**config.mk**
```make
export PLATFORM = sky130hd
export DESIGN_NAME = instr_fetch_unit
export DESIGN_NICKNAME = d
export VERILOG_FILES = /design/src/rtl/instr_fetch_unit.sv
export SDC_FILE = /design/constraint.sdc
export NUM_CORES = 1
export LEC_CHECK = 0
export ABC_AREA = 1
export BUFFER_PORTS_ARGS = -buffer_cell sky130_fd_sc_hd__buf_2
export CORE_AREA = 8 8 104 106
export DETAILED_ROUTE_END_ITERATION = 7
export DIE_AREA = 0 0 112 114
export PLACE_DENSITY = 0.8
export SLEW_MARGIN = 0
export SYNTH_ARGS = -nofsm -noshare
export SYNTH_HDL_FRONTEND = slang
export SYNTH_SLANG_ARGS = --single-unit
```
**constraint.sdc**
```tcl
create_clock -name clk -period 1.8 [get_ports clk]
set_input_delay 0.45 -clock clk [delete_from_list [all_inputs] [get_ports clk]]
set_output_delay 0.45 -clock clk [all_outputs]
set_load 0.02 [all_outputs]
```
**src/rtl/instr_fetch_unit.sv**
```systemverilog
// Instruction fetch stage: owns the PC, issues one imem read at a time,
// holds the fetched word for decode and absorbs in-flight reads on redirect.
module instr_fetch_unit #(
  parameter logic [31:0] RESET_PC = 32'h0000_0000
) (
  input  logic        clk,
  input  logic        rst_n,
  output logic        imemReq,
  output logic [31:0] imemAddr,
  input  logic        imemValid,
  input  logic [31:0] imemRdata,
  output logic        instrValid,
  output logic [31:0] instr,
  output logic [31:0] pc,
  input  logic        instrReady,
  input  logic        redirect,
  input  logic [31:0] redirectPc,
  output logic        protoErr
);

  typedef enum logic [1:0] {
    FETCH = 2'd0,
    WAIT  = 2'd1,
    HOLD  = 2'd2,
    FLUSH = 2'd3
  } state_t;

  state_t state;
  state_t state_nxt;

  logic [31:0] target;
  logic        take_rsp;
  logic        consume;
  logic        stray_rsp;

  assign target = {redirectPc[31:2], 2'b00};
  assign take_rsp = (state == WAIT) && imemValid && !redirect;
  assign consume = (state == HOLD) && instrReady && !redirect;
  assign stray_rsp = imemValid && ((state == FETCH) || (state == HOLD));

  always_ff @(posedge clk or negedge rst_n) begin
    if (!rst_n) begin
      state <= FETCH;
    end else begin
      state <= state_nxt;
    end
  end

  // A redirect only returns to FETCH once no read is left outstanding.
  always_comb begin
    state_nxt = state;
    unique case (state)
      FETCH: begin
        state_nxt = redirect ? FLUSH : WAIT;
      end
      WAIT: begin
        if (redirect) begin
          state_nxt = imemValid ? FETCH : FLUSH;
        end else if (imemValid) begin
          state_nxt = HOLD;
        end
      end
      HOLD: begin
        if (redirect || instrReady) begin
          state_nxt = FETCH;
        end
      end
      FLUSH: begin
        if (imemValid) begin
          state_nxt = FETCH;
        end
      end
      default: state_nxt = FETCH;
    endcase
  end

  always_comb begin
    imemReq = 1'b0;
    instrValid = 1'b0;
    unique case (state)
      FETCH:   imemReq = 1'b1;
      HOLD:    instrValid = 1'b1;
      default: ;
    endcase
  end

  assign imemAddr = pc;

  always_ff @(posedge clk or negedge rst_n) begin
    if (!rst_n) begin
      pc <= RESET_PC;
    end else if (redirect) begin
      pc <= target;
    end else if (consume) begin
      pc <= pc + 32'd4;
    end
  end

  always_ff @(posedge clk or negedge rst_n) begin
    if (!rst_n) begin
      instr <= 32'd0;
    end else if (take_rsp) begin
      instr <= imemRdata;
    end
  end

  always_ff @(posedge clk or negedge rst_n) begin
    if (!rst_n) begin
      protoErr <= 1'b0;
    end else if (stray_rsp) begin
      protoErr <= 1'b1;
    end
  end

endmodule
```
==> results of run 1 <==
[stage by stage]
| stage | TNS, ps | instance area [um^2] | hold WS (ps) |
|---|---|---|---|
| floorplan | 0 | 3820 | 154 |
| global placement | 0 | 4500 | 464 |
| detailed placement | 0 | 4500 | 463 |
| CTS | 0 | 4770 | 134 |
| global route | -30.2 | 4780 | 134 |
| finish | 0 | 4780 | 123 |
[per-layer routing]
metal / share of wire / track usage / up-vias
li1: - / - / 1706
met1: 0.39 / 0.192 / 1670
met2: 0.52 / 0.307 / 128
met3: 0.074 / 0.0491 / 18
met4: 0.016 / 0.0621 / 0
met5: 0 / 0 / -
[timing repair]
| action | in CTS | in global routing |
|---|---|---|
| endpoints found under the setup margin | 0 | 2 |
| gates resized for setup | 0 | 2 |
| endpoints found under the hold margin | 0 | 0 |
| buffers inserted | 0 | 0 |
| hold buffers | 0 | 0 |
[state kept, by name, summed over array words and instances (netlist names)]
| signal | cells |
|---|---|
| protoErr | 1 |
| state | 2 |
| instr | 32 |
| imemAddr | 30 |
[logic make-up after synthesis]
family                   count (synthesis)  synth area share
flip-flops                              65             0.427
XOR/XNOR                                 6            0.0138
multiplexers                            32             0.102
buffers and inverters                   88             0.131
AO/OA/AOI/OAI                           38            0.0614
adder cells (fa/ha/maj)                  1           0.00328
other                                    1          0.000984
AND/OR/NAND/NOR                        225             0.260
[report_power, final]
group	total (uW)	internal [uW]	switching [uW]	leakage, uW
clock network	1680	1070	612	0.000131
logic	2840	1090	1750	0.00157
registers	2400	1970	426	0.000776
[area by class of cell]
class                      instances  area, um^2
antenna                            2        5.00
sequential                        65        1630
fill                             893        4330
clock buffer                      10         128
clock inverter                     6         138
tap                              111         139
timing repair buffer             167         876
multi-input combinational        306        1700
inverter                          43         164
[critical path: stages (launching register included)]
cell,delay [ps]
dfrtp_1,410
ha_1,190
nand2_1,120
nor2_4,160
nand2_1,180
nor2_4,230
nand2_1,70
nand2_1,60
nand3_1,60
nand2_1,60
nand2_1,40
[synthesized netlist by cell type]
cell type	count
o221ai_1	1
a31oi_1	2
o21ai_0	13
mux2_2	24
buf_1	1
nor2_8	1
nand2_1	120
conb_1	1
mux2_4	8
nor2_1	44
clkbuf_1	2
a21oi_1	5
nand3_4	1
buf_2	2
o211ai_1	8
inv_4	1
nand4_1	3
inv_2	4
nor3_1	4
o21ai_1	1
or2_2	1
nor2_4	3
nand3_1	41
ha_1	1
o22ai_1	2
a22oi_1	1
buf_4	36
dfrtp_1	65
xor2_1	6
o21bai_1	5
nor2_2	4
buf_6	4
nand2_4	2
inv_1	38
nand2_2	1
[final timing paths]
| kind | start | to | slack [ps] | depth (start not counted) |
|---|---|---|---|---|
| min | rst_n | instr[20] | 120 | 2 |
| min in group clk | redirectPc[19] | imemAddr[19] | 340 | 3 |
| max reg2reg | imemAddr[3] | imemAddr[24] | 120 | 10 |
| min reg2reg | protoErr | protoErr | 490 | 1 |
| max | imemAddr[3] | imemAddr[24] | 120 | 10 |
| max in group asynchronous | rst_n | imemAddr[6] | 1390 | 2 |
==> results.cfg, run 1 <==
[die]
initial_core_util = 0.418
ios = 168
fp.dieW_um = 112
fp.dieH_um = 114
dieArea_mm2 = 0.0128
core-area_mm2 = 0.00911
num_rows = 35

[layout]
final_common_cell = buf_2
areaGrowthSynthToFinish_pct = 25.4
drive_gt1_frac = 0.390
finalNonFillerCells = 710
final_cell_mix = buf_2, nand2_1, dfrtp_1
final_util = 0.525
nets = 662

[placed_design]
portBuffers = 161
gp_congestion = 0.887
place_inst = 692
place_ws_ps = 137
dp_hpwl_um = 8670

[critical_path]
end_kind = register
worst_ep_required_time_ps = 2030
crit_type = reg -> reg
start_kind = register
cp.arrival_ps = 1910
critical_path_peak_fanout = 6

[timing]
fin_ws_ps = 117
finalCriticalPeriod_ps = 1680
finalCritPeriodShare = 0.935
rsz0062_at_grt = true
drv_slew = 0
hold_viol_final = 0
finalSetupViolCount = 0
max_clock_freq_mhz = 594
finClkSkew_ps = 11.5

[cts]
clkLatencyLatePin_ps = 330
cts_root_buffer = clkbuf_8
cts_buffers = 9
cts.sinks = 65
clockBufferDepth = 2
cts_htree_levels = 3
cts_tree = done
cts.reportedPaths.clkPinSlew_ps = 80

[route]
via_count = 3522
drtIter0Drc = 237
routedWlPerCell_um = 15.9
drc = 0
wl_um = 11300
ant_nets = 0
vias_per_cell = 4.96
dr.pass1.iters = 5

[logic_synthesis]
synth_top_area_cell = dfrtp_1
synth_area_leaders = dfrtp_1, nand2_1, buf_4, mux2_2, nand3_1
netlist_area_mm2 = 0.00381
ys_seq_area_frac = 0.427
synth-seq-cells = 65
yosys.area.top_type_share = 0.427
yosysUniqueCellTypes = 35
yosysWarnings = 0
syn_avg_cell_area_um2 = 8.36
synth_cells = 456

[global_routing]
grt_pass1_wl_um = 17800
grt_pass1_vias = 3619
grt_max_degree = 66
grtUsageTotal = 0.172
grt-ovfl-total = 0
antenna_found_initial = 2

[power]
power.leakage_uw = 0.00248
vdd_drop_max_v = 0.000799
power_density_mw_per_mm2 = 1450
p_total_uw = 6930

[min_path]
min_path_type = in -> async

[run_status]
outcome = completed

[flow_run]
cap_violations = 0
Power figures use the tool's default switching activity.
==> run 2: changes to the inputs <==
--- a/config.mk
+++ b/config.mk
@@ -7,10 +7,11 @@
 export LEC_CHECK = 0
 export ABC_AREA = 1
 export BUFFER_PORTS_ARGS = -buffer_cell sky130_fd_sc_hd__buf_2
-export CORE_AREA = 8 8 104 106
+export CORE_AREA = 8 8 97 99
 export DETAILED_ROUTE_END_ITERATION = 7
-export DIE_AREA = 0 0 112 114
-export PLACE_DENSITY = 0.8
+export DIE_AREA = 0 0 105 107
+export PLACE_DENSITY = 0.9
+export RECOVER_POWER = 50
 export SLEW_MARGIN = 0
 export SYNTH_ARGS = -nofsm -noshare
 export SYNTH_HDL_FRONTEND = slang
==> constraint.sdc (replaced) <==
create_clock -name clk -period 2 [get_ports clk]
set_input_delay 0.5 -clock clk [delete_from_list [all_inputs] [get_ports clk]]
set_output_delay 0.5 -clock clk [all_outputs]
set_load 0.02 [all_outputs]
==> results.cfg, run 2 (synthesis gave the netlist of run 1 again) <==
[cts]
clockBufferDepth = 2
cts_tree = done
cts_root_buffer = clkbuf_8
cts_htree_levels = 3
post_cts_resized = 0
cts_buffers = 9
cts.reportedPaths.clkPinSlew_ps = 70
clkLatencyLatePin_ps = 340
cts.sinks = 65
hold_buffers = 0
post_cts_buffers = 0

[critical_path]
start_kind = register
crit_start = state[0]
r2r-start = state[0]
crit_chain = inv_2 > nor2_1 > nand3_4 > mux2_4
critical_path_peak_fanout = 32
cp.arrival_ps = 2020
slowest_stage = nand3_4
worst_ep_required_time_ps = 2220
end_kind = register
critPathMaxStageDelay_ps = 460
crit_type = reg -> reg

[timing]
finalSetupViolCount = 0
rsz0062_at_grt = false
worst_pin_slew_ps = 1640
max_slew_margin = -0.0903
fin_ws_ps = 201
finalCriticalPeriod_ps = 1800
drv_slew = 66
finClkSkew_ps = 7.00
hold_viol_final = 0
max_clock_freq_mhz = 556
finalCritPeriodShare = 0.900
tns_ps = 0

[power]
power.leakage_uw = 0.00233
power_density_mw_per_mm2 = 1290
p_total_uw = 5990
vdd_drop_max_v = 0.000825

[global_routing]
grt_pass1_vias = 3690
grt-ovfl-total = 0
grt_max_degree = 66
grt_pass1_wl_um = 17800
antenna_found_initial = 0
grtUsageTotal = 0.194

[route]
drtIter0Drc = 266
ant_nets = 0
dr.pass1.iters = 7
vias_per_cell = 5.09
via_count = 3559
wl_um = 11300
drc = 0
routedWlPerCell_um = 16.2

[layout]
final_cell_mix = buf_2, nand2_1, dfrtp_1
nets = 659
final_util = 0.585
finalNonFillerCells = 699
drive_gt1_frac = 0.316
largest_register_ffs = 32
regMostFlops = instr
diodes = 0
final_common_cell = buf_2
areaGrowthSynthToFinish_pct = 21.6

[run_status]
outcome = complete, but fails checks
failed_checks = max-capacitance violations, max-slew violations

[die]
ios = 168
core-area_mm2 = 0.00793
fp.dieH_um = 107
fp.dieW_um = 105
dieArea_mm2 = 0.0112
num_rows = 33
initial_core_util = 0.481

[placed_design]
place_ws_ps = 203
gp_congestion = 0.888
place_inst = 683
dp_hpwl_um = 8600
portBuffers = 161

[min_path]
min_path_type = in -> reg
worstHoldStart = redirectPc[25]

[flow_run]
cap_violations = 1
-- run 2: cell types whose count changed in the layout (fill, tap and decap cells not counted), sizes merged --
cell    change
buf        -44
bufinv      -1
clkbuf     +41
clkinv      +3
diode       -2
inv         -2
-- run 2: through the flow --
step                hold slack (ps)  area (um^2)
floorplan                       204         3820
global placement                461         4460
detailed placement              467         4460
CTS                             166         4700
global route                    369         4630
finish                          376         4630
-- run 2: worst paths after layout --
check,end,slack (ps),depth (start not counted)
worst max-delay path,instr[19],200,4
worst min-delay path,imemAddr[25],380,3
worst max register to register,instr[19],200,4
worst min register to register,protoErr,490,1
max in group asynchronous,state[1],370,2
min in group asynchronous,instr[26],660,2
-- run 2: routing by layer --
metal,vias to the layer above,track usage,share of wire
met1,1668,0.226,0.40
li1,1703,-,-
met4,0,0.0734,0.016
met2,165,0.341,0.51
met3,23,0.0456,0.075
met5,-,0,0
-- run 2: worst max-delay path, delay by kind of cell (launching register included) --
family	cells	cell delay [ps]
AND/OR/NAND/NOR	2	720
multiplexers	1	450
flip-flops	1	430
buffers and inverters	1	70
-- run 2: power by group --
part	total, uW	internal [uW]	switching, uW
sequential	2180	1780	402
clock	1380	835	545
combinational	2440	859	1580
total	5990	3470	2520
-- run 2: area by class of cell --
cell class / count / area, um^2
clock buffers: 10 / 128
clock inverters: 6 / 116
fillers: 775 / 3290
inverters: 43 / 164
multi-input cells: 306 / 1690
flip-flops and latches: 65 / 1630
well taps: 105 / 131
repair buffers: 164 / 776
==> run 3: changes to the inputs <==
--- a/config.mk
+++ b/config.mk
@@ -7,10 +7,10 @@
 export LEC_CHECK = 0
 export ABC_AREA = 1
 export BUFFER_PORTS_ARGS = -buffer_cell sky130_fd_sc_hd__buf_2
-export CORE_AREA = 8 8 97 99
+export CORE_AREA = 8 8 99 101
 export DETAILED_ROUTE_END_ITERATION = 7
-export DIE_AREA = 0 0 105 107
-export PLACE_DENSITY = 0.9
+export DIE_AREA = 0 0 107 109
+export PLACE_DENSITY = 0.87
 export RECOVER_POWER = 50
 export SLEW_MARGIN = 0
 export SYNTH_ARGS = -nofsm -noshare
==> constraint.sdc (replaced) <==
create_clock -name clk -period 1.73 [get_ports clk]
set_input_delay 0.4325 -clock clk [delete_from_list [all_inputs] [get_ports clk]]
set_output_delay 0.4325 -clock clk [all_outputs]
set_load 0.02 [all_outputs]
==> results.cfg, run 3 (synthesis gave the netlist of run 1 again) <==
[min_path]
min_to = instr[6]
min_path_type = in -> reg
worstHoldStart = imemRdata[6]
whs_path_depth = 2

[power]
p_seq_frac = 0.357
pwr-share-clk = 0.230
power.leakage_uw = 0.00239
p_switching_uw = 2940
power_density_mw_per_mm2 = 1480
p_int_uw = 4050
p_comb_frac = 0.413
swShare = 0.420
p_total_uw = 6990
vdd_drop_max_v = 0.000675

[route]
top_layer = met4
wl_um = 11400
wl_met2_um = 5920
vias_per_cell = 5.06
via_count = 3595
drc = 0
wl_met3_um = 845
dr.pass1.iters = 4
drtIter0Drc = 244
ant_nets = 0
wl_met1_um = 4470
routedWlPerCell_um = 16.0

[timing]
finClkSkew_ps = 6.15
max_clock_freq_mhz = 612
finalSetupViolCount = 0
tns_ps = 0
worst_pin_slew_ps = 933
finalCriticalPeriod_ps = 1630
hold_viol_final = 0
rsz0062_at_grt = false
finalCritPeriodShare = 0.945
drv_slew = 0
max_slew_margin = 0.378

[global_routing]
grt_max_degree = 66
antenna_found_initial = 0
grt_pass1_vias = 3652
grt_pass1_wl_um = 17700
grtUsageTotal = 0.190
grt-ovfl-total = 0

[layout]
diodes = 0
n_fill_cell = 804
drive_gt1_frac = 0.340
regMostFlops = instr
nets = 668
finalNonFillerCells = 711
final_common_cell = buf_2
areaGrowthSynthToFinish_pct = 24.1
largest_register_ffs = 32
final_cell_mix = buf_2, nand2_1, dfrtp_1

[critical_path]
r2r_slack_ps = 110
worst_ep_required_time_ps = 1300
r2r-start = state[0]
critical_path_peak_fanout = 4
r2r_cells = 5
regToRegEndpoint = instr[0]
start_kind = register
end_kind = output port
cp.arrival_ps = 1200
crit_type = reg -> out

[cts]
cts_tree = done
clkLatencyLatePin_ps = 340
clockBufferDepth = 2
cts.sinks = 65
cts_buffers = 9
hold_buffers = 0
cts_htree_levels = 3
cts_root_buffer = clkbuf_8
cts.reportedPaths.clkPinSlew_ps = 80

[flow_run]
cap_violations = 0

[die]
num_rows = 34
initial_core_util = 0.455
core-area_mm2 = 0.00838
fp.dieW_um = 107
dieArea_mm2 = 0.0117
ios = 168
fp.dieH_um = 109

[run_status]
outcome = completed

[placed_design]
gp_congestion = 0.892
place_inst = 693
portBuffers = 161
dp_hpwl_um = 8740
## run 3: cell type report
| cell class | count | area, um^2 | area share |
|---|---|---|---|
| Tap cell | 108 | 135 | 0.0286 |
| Timing Repair Buffer | 173 | 866 | 0.183 |
| Inverter | 43 | 164 | 0.0346 |
| Sequential cell | 65 | 1630 | 0.344 |
| Multi-Input combinational cell | 306 | 1700 | 0.359 |
| Clock buffer | 10 | 128 | 0.0270 |
| Clock inverter | 6 | 115 | 0.0243 |
## run 3: routing by layer
metal | up-vias | global-route usage
met4 | 0 | 0.0603
met3 | 11 | 0.0467
met1 | 1732 | 0.225
met5 | - | 0
li1 | 1722 | -
met2 | 130 | 0.332
## run 3: how the worst max path moves through the flow
stage                         to  cells past startpoint         from
floorplan           imemAddr[28]                     10  imemAddr[2]
global placement    imemAddr[28]                     10  imemAddr[2]
detailed placement  imemAddr[28]                     10  imemAddr[2]
CTS                   instrValid                      4     state[0]
global route        imemAddr[24]                     10  imemAddr[2]
finish                instrValid                      4     state[0]
## run 3: power by group through the flow
stage / Sequential (uW) / Combinational [uW] / Clock [uW]
4_1_cts: 2480 / 3040 / 1640
3_3_place_gp: 2450 / 2950 / 0
6_report: 2500 / 2890 / 1610
5_1_grt: 2570 / 3130 / 1710
3_5_place_dp: 2510 / 3040 / 0
2_1_floorplan: 3090 / 1480 / 0
## run 3: critical path, cell delays in order (launching register included)
cell and delay [ps]:
dfrtp_1 440, inv_2 90, nand2_2 100, inv_1 80, buf_2 160
## run 3: repair_timing
item | 4_1_cts | 5_1_grt
setup buffers | 0 | 2
endpoints found under the setup margin | 0 | 3
resized for setup | 0 | 3
## run 3: per-stage QoR
step	utilization	setup WS (ps)	hold WS, ps	cell area (um^2)
after global routing	0.564	2.81	296	4730
final	0.564	95.2	304	4730
after detailed placement	0.540	111	457	4530
after global placement	0.540	151	460	4530
after floorplan	-	113	137	3820
after CTS	0.569	77.0	109	4770
